==> config.mk <==
export PLATFORM = sky130hd
export DESIGN_NAME = sample_packetizer
export DESIGN_NICKNAME = d
export VERILOG_FILES = /design/src/rtl/shazam_spi_pkg.sv /design/src/rtl/sample_packetizer_sync_fifo.sv /design/src/rtl/sample_packetizer.sv
export SDC_FILE = /design/constraint.sdc
export NUM_CORES = 1
export LEC_CHECK = 0
export ABC_AREA = 1
export ABC_CLOCK_PERIOD_IN_PS = 6500
export CAP_MARGIN = 10
export CORE_ASPECT_RATIO = 1.1
export CORE_UTILIZATION = 56
export CTS_CLUSTER_SIZE = 12
export DETAILED_ROUTE_END_ITERATION = 8
export PLACE_DENSITY = 0.73
export SYNTH_ARGS = -nofsm -noshare
export SYNTH_HDL_FRONTEND = slang
export SYNTH_HIERARCHICAL = 1
export SYNTH_SLANG_ARGS = --single-unit
==> constraint.sdc <==
create_clock -name clk -period 6.5 [get_ports clk]
set_input_delay 1.95 -clock clk [delete_from_list [all_inputs] [get_ports clk]]
set_output_delay 1.95 -clock clk [all_outputs]
set_load 0.1 [all_outputs]
==> src/rtl/shazam_spi_pkg.sv <==
// Shared types and constants for the sample packetizer feeding the SPI master.
package shazam_spi_pkg;

    localparam int unsigned BYTE_W          = 8;
    localparam logic [7:0]  HEADER_BYTE_DEF = 8'hA5;

    typedef enum logic [2:0] {
        IDLE = 3'd0,
        HDR  = 3'd1,
        HI   = 3'd2,
        LO   = 3'd3,
        CSUM = 3'd4
    } pkt_state_t;

    // Upper byte of a 16-bit sample, sent first on the wire.
    function automatic logic [BYTE_W-1:0] sample_hi(input logic [15:0] s);
        return s[15:8];
    endfunction

    // Lower byte of a 16-bit sample, sent second on the wire.
    function automatic logic [BYTE_W-1:0] sample_lo(input logic [15:0] s);
        return s[7:0];
    endfunction

endpackage

==> src/rtl/sample_packetizer_sync_fifo.sv <==
// Synchronous show-ahead FIFO. Exposes the head entry and the entry behind it,
// so a consumer can load the follower in the same cycle it pops the head.
module sync_fifo #(
    parameter int unsigned WIDTH = 16,
    parameter int unsigned DEPTH = 16,
    localparam int unsigned AW   = $clog2(DEPTH)
) (
    input  logic             clk,
    input  logic             rst,
    input  logic             push_i,
    input  logic             pop_i,
    input  logic [WIDTH-1:0] wdata_i,
    output logic [WIDTH-1:0] rdata_o,
    output logic [WIDTH-1:0] rdata_next_o,
    output logic [AW:0]      level_o,
    output logic             full_o,
    output logic             empty_o
);

    logic [WIDTH-1:0] mem_q [DEPTH];
    logic [AW-1:0]    wr_ptr_q, wr_ptr_d;
    logic [AW-1:0]    rd_ptr_q, rd_ptr_d;
    logic [AW:0]      level_q, level_d;
    logic             do_push;
    logic             do_pop;

    assign full_o       = (level_q == (AW+1)'(DEPTH));
    assign empty_o      = (level_q == '0);
    assign level_o      = level_q;
    assign rdata_o      = mem_q[rd_ptr_q];
    assign rdata_next_o = mem_q[rd_ptr_q + AW'(1)];

    // Qualify requests and compute next pointers and occupancy.
    always_comb begin
        do_pop   = pop_i && !empty_o;
        do_push  = push_i && (!full_o || do_pop);
        wr_ptr_d = wr_ptr_q;
        rd_ptr_d = rd_ptr_q;
        level_d  = level_q;
        if (do_push) begin
            wr_ptr_d = wr_ptr_q + AW'(1);
        end
        if (do_pop) begin
            rd_ptr_d = rd_ptr_q + AW'(1);
        end
        unique case ({do_push, do_pop})
            2'b10:   level_d = level_q + (AW+1)'(1);
            2'b01:   level_d = level_q - (AW+1)'(1);
            default: level_d = level_q;
        endcase
    end

    // Pointer and occupancy registers; reset discards the stored contents.
    always_ff @(posedge clk or negedge rst) begin
        if (!rst) begin
            wr_ptr_q <= '0;
            rd_ptr_q <= '0;
            level_q  <= '0;
        end else begin
            wr_ptr_q <= wr_ptr_d;
            rd_ptr_q <= rd_ptr_d;
            level_q  <= level_d;
        end
    end

    // Storage array; no reset needed since pointers define validity.
    always_ff @(posedge clk) begin
        if (do_push) begin
            mem_q[wr_ptr_q] <= wdata_i;
        end
    end

endmodule

==> src/rtl/sample_packetizer.sv <==
// Buffers 16-bit audio samples and emits fixed-length byte packets
// (header, N samples MSB-byte-first, XOR checksum) to the SPI master.
module sample_packetizer
    import shazam_spi_pkg::*;
#(
    parameter int unsigned SAMPLE_W        = 16,
    parameter int unsigned FIFO_DEPTH      = 16,
    parameter int unsigned SAMPLES_PER_PKT = 4,
    parameter logic [7:0]  HEADER_BYTE     = HEADER_BYTE_DEF,
    localparam int unsigned LVL_W          = $clog2(FIFO_DEPTH) + 1
) (
    input  logic                clk,
    input  logic                rst,
    input  logic [SAMPLE_W-1:0] s_data,
    input  logic                s_valid,
    input  logic                ovf_clr,
    output logic [7:0]          tx_data,
    output logic                tx_valid,
    input  logic                tx_ready,
    output logic [LVL_W-1:0]    fifo_level,
    output logic                overflow,
    output logic                busy
);

    pkt_state_t          state_q, state_d;
    logic [7:0]          tx_data_q, tx_data_d;
    logic                tx_valid_q, tx_valid_d;
    logic [7:0]          csum_q, csum_d;
    logic [LVL_W-1:0]    cnt_q, cnt_d;
    logic                ovf_q, ovf_d;

    logic [SAMPLE_W-1:0] head;
    logic [SAMPLE_W-1:0] head_next;
    logic [LVL_W-1:0]    level;
    logic                fifo_full;
    logic                fifo_empty;
    logic                pop;
    logic                xfer;
    logic                drop;

    sync_fifo #(
        .WIDTH (SAMPLE_W),
        .DEPTH (FIFO_DEPTH)
    ) u_fifo (
        .clk          (clk),
        .rst          (rst),
        .push_i       (s_valid),
        .pop_i        (pop),
        .wdata_i      (s_data),
        .rdata_o      (head),
        .rdata_next_o (head_next),
        .level_o      (level),
        .full_o       (fifo_full),
        .empty_o      (fifo_empty)
    );

    assign xfer       = tx_valid_q && tx_ready;
    assign drop       = s_valid && fifo_full && !pop;
    assign tx_data    = tx_data_q;
    assign tx_valid   = tx_valid_q;
    assign fifo_level = level;
    assign overflow   = ovf_q;
    assign busy       = (state_q != IDLE);

    // Packet sequencer: every branch advances only on a byte transfer, so the
    // offered byte is held until the SPI master takes it.
    always_comb begin
        state_d    = state_q;
        tx_data_d  = tx_data_q;
        tx_valid_d = tx_valid_q;
        csum_d     = csum_q;
        cnt_d      = cnt_q;
        pop        = 1'b0;
        unique case (state_q)
            IDLE: begin
                tx_valid_d = 1'b0;
                if (level >= LVL_W'(SAMPLES_PER_PKT)) begin
                    state_d    = HDR;
                    tx_data_d  = HEADER_BYTE;
                    tx_valid_d = 1'b1;
                end
            end
            HDR: begin
                if (xfer) begin
                    state_d   = HI;
                    tx_data_d = sample_hi(head);
                    csum_d    = '0;
                    cnt_d     = '0;
                end
            end
            HI: begin
                if (xfer) begin
                    state_d   = LO;
                    tx_data_d = sample_lo(head);
                    csum_d    = csum_q ^ sample_hi(head);
                end
            end
            LO: begin
                if (xfer) begin
                    pop    = !fifo_empty;
                    csum_d = csum_q ^ sample_lo(head);
                    cnt_d  = cnt_q + LVL_W'(1);
                    if (cnt_q == LVL_W'(SAMPLES_PER_PKT - 1)) begin
                        state_d   = CSUM;
                        tx_data_d = csum_q ^ sample_lo(head);
                    end else begin
                        // The head is popped on this edge, so the next high
                        // byte must come from the entry behind it.
                        state_d   = HI;
                        tx_data_d = sample_hi(head_next);
                    end
                end
            end
            CSUM: begin
                if (xfer) begin
                    state_d    = IDLE;
                    tx_valid_d = 1'b0;
                end
            end
            default: begin
                state_d    = IDLE;
                tx_valid_d = 1'b0;
            end
        endcase
    end

    // Sticky overflow: a drop in the same cycle as a clear wins.
    always_comb begin
        ovf_d = ovf_q;
        if (drop) begin
            ovf_d = 1'b1;
        end else if (ovf_clr) begin
            ovf_d = 1'b0;
        end
    end

    // Sequencer, output byte, checksum and overflow registers.
    always_ff @(posedge clk or negedge rst) begin
        if (!rst) begin
            state_q    <= IDLE;
            tx_data_q  <= '0;
            tx_valid_q <= 1'b0;
            csum_q     <= '0;
            cnt_q      <= '0;
            ovf_q      <= 1'b0;
        end else begin
            state_q    <= state_d;
            tx_data_q  <= tx_data_d;
            tx_valid_q <= tx_valid_d;
            csum_q     <= csum_d;
            cnt_q      <= cnt_d;
            ovf_q      <= ovf_d;
        end
    end

endmodule

==> results.yml, run 1 <==
timing:
  setup_tns_ns: 0
  worst_pin_slew_ns: 1.075
  rsz0062_at_grt: "false"
  finalSetupViolations: 0
  holdWs_ns: 0.4769
  slew_headroom_pct: 28.26
  finalClockSkew_ns: 0.01446
  hold_violations: 0
  slew_viol_final: 0
  period_minus_slack_ns: 4.573
  fmax_ghz: 0.2187
  fin_crit_sh_pct: 70.35
global_route:
  gr-usage-met1_pct: 36.62
  top_usage_layer: "met2"
  antenna_found_initial: 0
  grt_use_met3_pct: 4.556
  grt_pass1_wl_mm: 55.07
  grt_max_degree: 117
  grt_pass1_vias: 9744
  grt_use_total_pct: 28.69
  grt_overflow: 0
  use_met2_pct: 48.15
die:
  fp-row-count: 60
  io_pins: 37
  die_w_um: 153.0
  initial_utilization_pct: 57.18
  die_area_um2: 25700
  die_h_um: 168.1
  core_area_um2: 24550
worst_setup_path:
  startpoint_type: "primary input"
  crit_chain: "clkdlybuf4s50_1, nand2_1, nor3_1, o21ai_1, inv_1, nand2_1, nor2_2"
  cp_slowest_cell: "nor2_2"
  cpMostUsedCell: "nand2_1"
  critPathMaxFanout: 16
  crit_path_max_incr_delay_ns: 0.78
  worstPathRequired_ns: 6.66
  end_kind: "flip-flop"
  arrival_ns: 4.73
  critical_path_class: "primary input to flip-flop"
pwr:
  vdd_drop_max_mv: 0.3223
  power_mw: 7.799
  p_sw_mw: 3.605
  p_per_area_nw_per_um2: 510.2
  p_clk_share_pct: 20.2
  pwr-share-seq_pct: 32.2
  p_sw_share_pct: 46.22
  comb_power_share_pct: 47.6
  intPower_mw: 4.194
  p_leak_nw: 5.889
clock_tree:
  clk_latency_ns: 0.55
  holdBufCountCts: 0
  clock-sinks: 295
  post_cts_resized: 0
  clockBufferDepth: 3
  cts_tree: "done"
  h-tree-depth: 1
  clk_pin_slew_worst_paths_ns: 0.06
  ctsRootBufferMaster: "clkbuf_16"
  post_cts_buffers: 0
  numCtsBuffers: 31
detailed_routing:
  routed_wl_mm: 36.45
  vias_per_cell: 6.067
  drc: 0
  firstDrtPassIters: 6
  wire_per_inst_um: 21.34
  drt-initial-drc-count: 1107
  ant_nets: 0
  vias: 10360
final_layout:
  syn2layout_area_growth_pct: 8.896
  nets: 1410
  insertedDiodeCount: 0
  drive_gt1_share_pct: 6.509
  fin_util_pct: 62.27
status:
  status: "completed"
synth:
  syn_area_per_cell_um2: 9.984
  syn-num-nets: 1437
  yosys_warnings: 6
  syn_area_um2: 14040
  syn_inst: 1406
place:
  io_buffers: 36
  place_congestion: 0.9065
  dpl.hpwl_mm: 23.42
hold_path:
  hold_path_class: "flip-flop to flip-flop"
flow_run:
  max_cap_viol_count: 0
[sequential cells by signal, indices dropped and copies added, names as in the netlist]
register         cells
overflow             1
tx_data              8
tx_valid             1
csum_q               8
state_q              3
u_fifo/level_o       5
u_fifo/wr_ptr_q      4
u_fifo/rd_ptr_q      4
cnt_q                5
u_fifo/mem_q       256
[placed cells by master (no fill, tap or decap), types with 8 or more instances in the layout]
cell / count
a21oi_1: 145
clkbuf_1: 9
clkbuf_16: 31
clkdlybuf4s50_1: 35
dfrtp_1: 37
edfxtp_1: 256
ha_1: 8
inv_1: 173
nand2_1: 176
nand3_1: 111
nand4_1: 33
nor2_1: 63
nor2_2: 18
o211ai_1: 47
o21ai_0: 167
o21ai_1: 18
xor2_1: 11
[cell type report]
| cell class | instances | area (µm²) |
|---|---|---|
| clock inverters | 12 | 78.83 |
| inverters | 180 | 675.6 |
| well taps | 310 | 387.9 |
| flip-flops and latches | 295 | 8668 |
| multi-input cells | 828 | 4258 |
| fillers | 1938 | 9263 |
| repair buffers | 43 | 407.9 |
| clock buffers | 40 | 809.5 |
[critical path: cells and delay by family]
kind                   cells  cell delay [ns]
AND/OR/NAND/NOR            4             1.77
buffers and inverters      2             0.71
AO/OA/AOI/OAI              1             0.29
[routing by layer]
metal  share of wire, %  routed length (µm)
met5                  0                   0
met2                 49               17970
met4                4.5                1641
met3                9.2                3370
met1                 37               13470
[power groups by stage]
stage / registers, mW / logic (mW) / clock network, mW
3_5_place_dp: 2.55 / 3.61 / 0
5_1_grt: 2.54 / 4.03 / 1.67
3_3_place_gp: 2.54 / 3.54 / 0
4_1_cts: 2.51 / 3.63 / 1.59
2_1_floorplan: 2.74 / 2.40 / 0
6_report: 2.51 / 3.71 / 1.57
[path summary, 6_finish.rpt]
kind                       startpoint                  to  slack (ns)  depth (start not counted)
setup / recovery             tx_ready  u_fifo/mem_q[7][8]        1.93                          7
hold / removal             tx_data[4]          tx_data[4]        0.48                          2
setup reg to reg           state_q[1]  u_fifo/mem_q[7][8]        2.57                          8
hold reg to reg            tx_data[4]          tx_data[4]        0.48                          2
max in group asynchronous         rst  u_fifo/rd_ptr_q[0]        4.21                          1
min in group asynchronous         rst          tx_data[7]        1.56                          1
[through the flow]
stage | cells | worst slack, ns | cell area [µm²]
2_1_floorplan | 1406 | 2.408 | 14040
3_3_place_gp | 1656 | 1.507 | 14400
3_5_place_dp | 1656 | 1.426 | 14400
5_1_grt | 1708 | 1.778 | 15290
6_report | 1708 | 1.927 | 15290
4_1_cts | 1708 | 1.927 | 15290
Power figures use the tool's default switching activity.
==> inputs of run 2 (changes only) <==
Settings changed: ABC_CLOCK_PERIOD_IN_PS 6500 to 4100, PLACE_DENSITY 0.73 to 0.76.
Clock period 6.5 ns to 4.1 ns, I/O delays scaled along.
==> results.yml, run 2 (same netlist as run 1, synthesis figures left out) <==
die:
  initial_utilization_pct: 57.18
  fp-row-count: 60
  die_area_um2: 25700
  core_area_um2: 24550
  die_w_um: 153.0
  die_h_um: 168.1
  io_pins: 37
timing:
  slew_viol_final: 0
  slew_headroom_pct: 33.64
  finalSetupViolations: 0
  setup_tns_ns: 0
  hold_violations: 0
  rsz0062_at_grt: "false"
  fmax_ghz: 0.2947
  fin_crit_sh_pct: 82.76
  finalClockSkew_ns: 0.01000
  worst_pin_slew_ns: 0.9923
  period_minus_slack_ns: 3.393
detailed_routing:
  firstDrtPassIters: 9
  vias_per_cell: 6.096
  vias: 10590
  drc: 16
  drt-initial-drc-count: 1515
  wire_per_inst_um: 20.64
  ant_nets: 0
  routed_wl_mm: 35.86
global_route:
  grt_overflow: 0
  grt_use_total_pct: 28.17
  grt_pass1_wl_mm: 55.17
  grt_max_degree: 208
  grt_pass1_vias: 9889
  antenna_found_initial: 0
clock_tree:
  holdBufCountCts: 0
  numCtsBuffers: 30
  h-tree-depth: 1
  clk_pin_slew_worst_paths_ns: 0.06
  clock-sinks: 295
  post_cts_buffers: 0
  cts_tree: "done"
  ctsRootBufferMaster: "clkbuf_16"
  clockBufferDepth: 3
  clk_latency_ns: 0.55
  post_cts_resized: 0
final_layout:
  nets: 1440
  regArea_um2: 8668
  drive_gt1_share_pct: 8.619
  syn2layout_area_growth_pct: 10.50
  instances_no_fill: 1737
  fillers: 1958
  top_register: "u_fifo/mem_q"
  final_cell_mix: "256 x edfxtp_1, 176 x nand2_1, 173 x inv_1"
  insertedDiodeCount: 0
  multiInputGateArea_um2: 4258
  largest_register_ffs: 256
  layout_commonest_cell: "edfxtp_1"
worst_setup_path:
  critPathTopFamily: "buffers and inverters"
  crit_buf_inv: 1
  end_kind: "output pin"
  startpoint_type: "flip-flop"
  crit_path_max_incr_delay_ns: 1.17
  worstPathRequired_ns: 2.87
  arrival_ns: 2.16
  cp_slowest_cell: "clkdlybuf4s50_1"
  critical_path_class: "flip-flop to output pin"
  critPathMaxFanout: 5
  crit_chain: "clkdlybuf4s50_1"
place:
  dp_cells: 1687
  place_congestion: 0.9605
  io_buffers: 36
  dpl.hpwl_mm: 23.87
pwr:
  p_leak_nw: 6.056
  p_clk_share_pct: 20.1
  power_mw: 12.21
  p_per_area_nw_per_um2: 787.2
  intPower_mw: 6.707
  pwr-share-seq_pct: 32.5
  vdd_drop_max_mv: 0.4406
  p_sw_mw: 5.504
  p_sw_share_pct: 45.07
  comb_power_share_pct: 47.4
status:
  violations: "DRC"
  status: "complete, but fails checks"
flow_run:
  max_cap_viol_count: 0
hold_path:
  hold_path_class: "flip-flop to flip-flop"
-- run 2: cell types whose count changed in the layout (fill, tap and decap cells not counted) --
cell / delta
buf_4: +31
bufinv_16: -1
clkinv_1: -2
buf_12: +1
clkinvlp_4: -1
clkbuf_8: +2
clkdlybuf4s50_1: -1
-- run 2: worst min-delay path, stage by stage, from the launching register on --
cell and delay [ns]:
dfrtp_1 0.34, nand2_1 0.05, nand2_1 0.05
-- run 2: worst paths after layout --
kind                                    start            endpoint  slack [ns]  cells after the start
setup / recovery            u_fifo/level_o[0]       fifo_level[0]        0.71                      1
max in group asynchronous                 rst  u_fifo/rd_ptr_q[0]        2.56                      1
min in group asynchronous                 rst          tx_data[6]        0.83                      1
setup reg to reg           u_fifo/rd_ptr_q[1]          tx_data[1]        1.10                     13
hold / removal                     tx_data[3]          tx_data[3]        0.48                      2
hold reg to reg                    tx_data[3]          tx_data[3]        0.48                      2
-- run 2: per-stage QoR --
| step | setup slack [ns] | area (µm²) | utilization [%] | hold WS (ns) |
|---|---|---|---|---|
| 3_3_place_gp | 0.4694 | 14640 | 59.64 | 0.4606 |
| 4_1_cts | 0.6788 | 15510 | 63.19 | 0.4816 |
| 3_5_place_dp | 0.4085 | 14640 | 59.64 | 0.4653 |
| 6_report | 0.7070 | 15510 | 63.19 | 0.4778 |
| 2_1_floorplan | 0.7281 | 14040 | - | 0.5071 |
| 5_1_grt | 0.6081 | 15510 | 63.19 | 0.5016 |
-- run 2: metal layers --
| metal | GRT usage (%) | share of wire (%) | wire length, µm | up-vias |
|---|---|---|---|---|
| met5 | 0 | 0 | 0 | - |
| met4 | 13.70 | 4.8 | 1719 | 0 |
| met3 | 3.423 | 8.2 | 2936 | 112 |
| met2 | 47.23 | 49 | 17430 | 595 |
| met1 | 36.67 | 38 | 13780 | 5004 |
| li1 | - | - | - | 4878 |
-- run 2: layout make-up --
class / count / area share [%]
multi-input cells: 828 / 27.45
flip-flops and latches: 295 / 55.88
repair buffers: 74 / 4.195
inverters: 180 / 4.356
well taps: 310 / 2.501
clock buffers: 42 / 5.396
clock inverters: 8 / 0.2178
-- run 2: power by group through the flow --
| stage | combinational [mW] | clock, mW | sequential [mW] |
|---|---|---|---|
| 5_1_grt | 6.29 | 2.61 | 4.00 |
| 6_report | 5.79 | 2.45 | 3.97 |
| 2_1_floorplan | 3.80 | 0 | 4.35 |
| 4_1_cts | 5.64 | 2.49 | 3.96 |
| 3_5_place_dp | 5.60 | 0 | 4.01 |
| 3_3_place_gp | 5.51 | 0 | 4.01 |
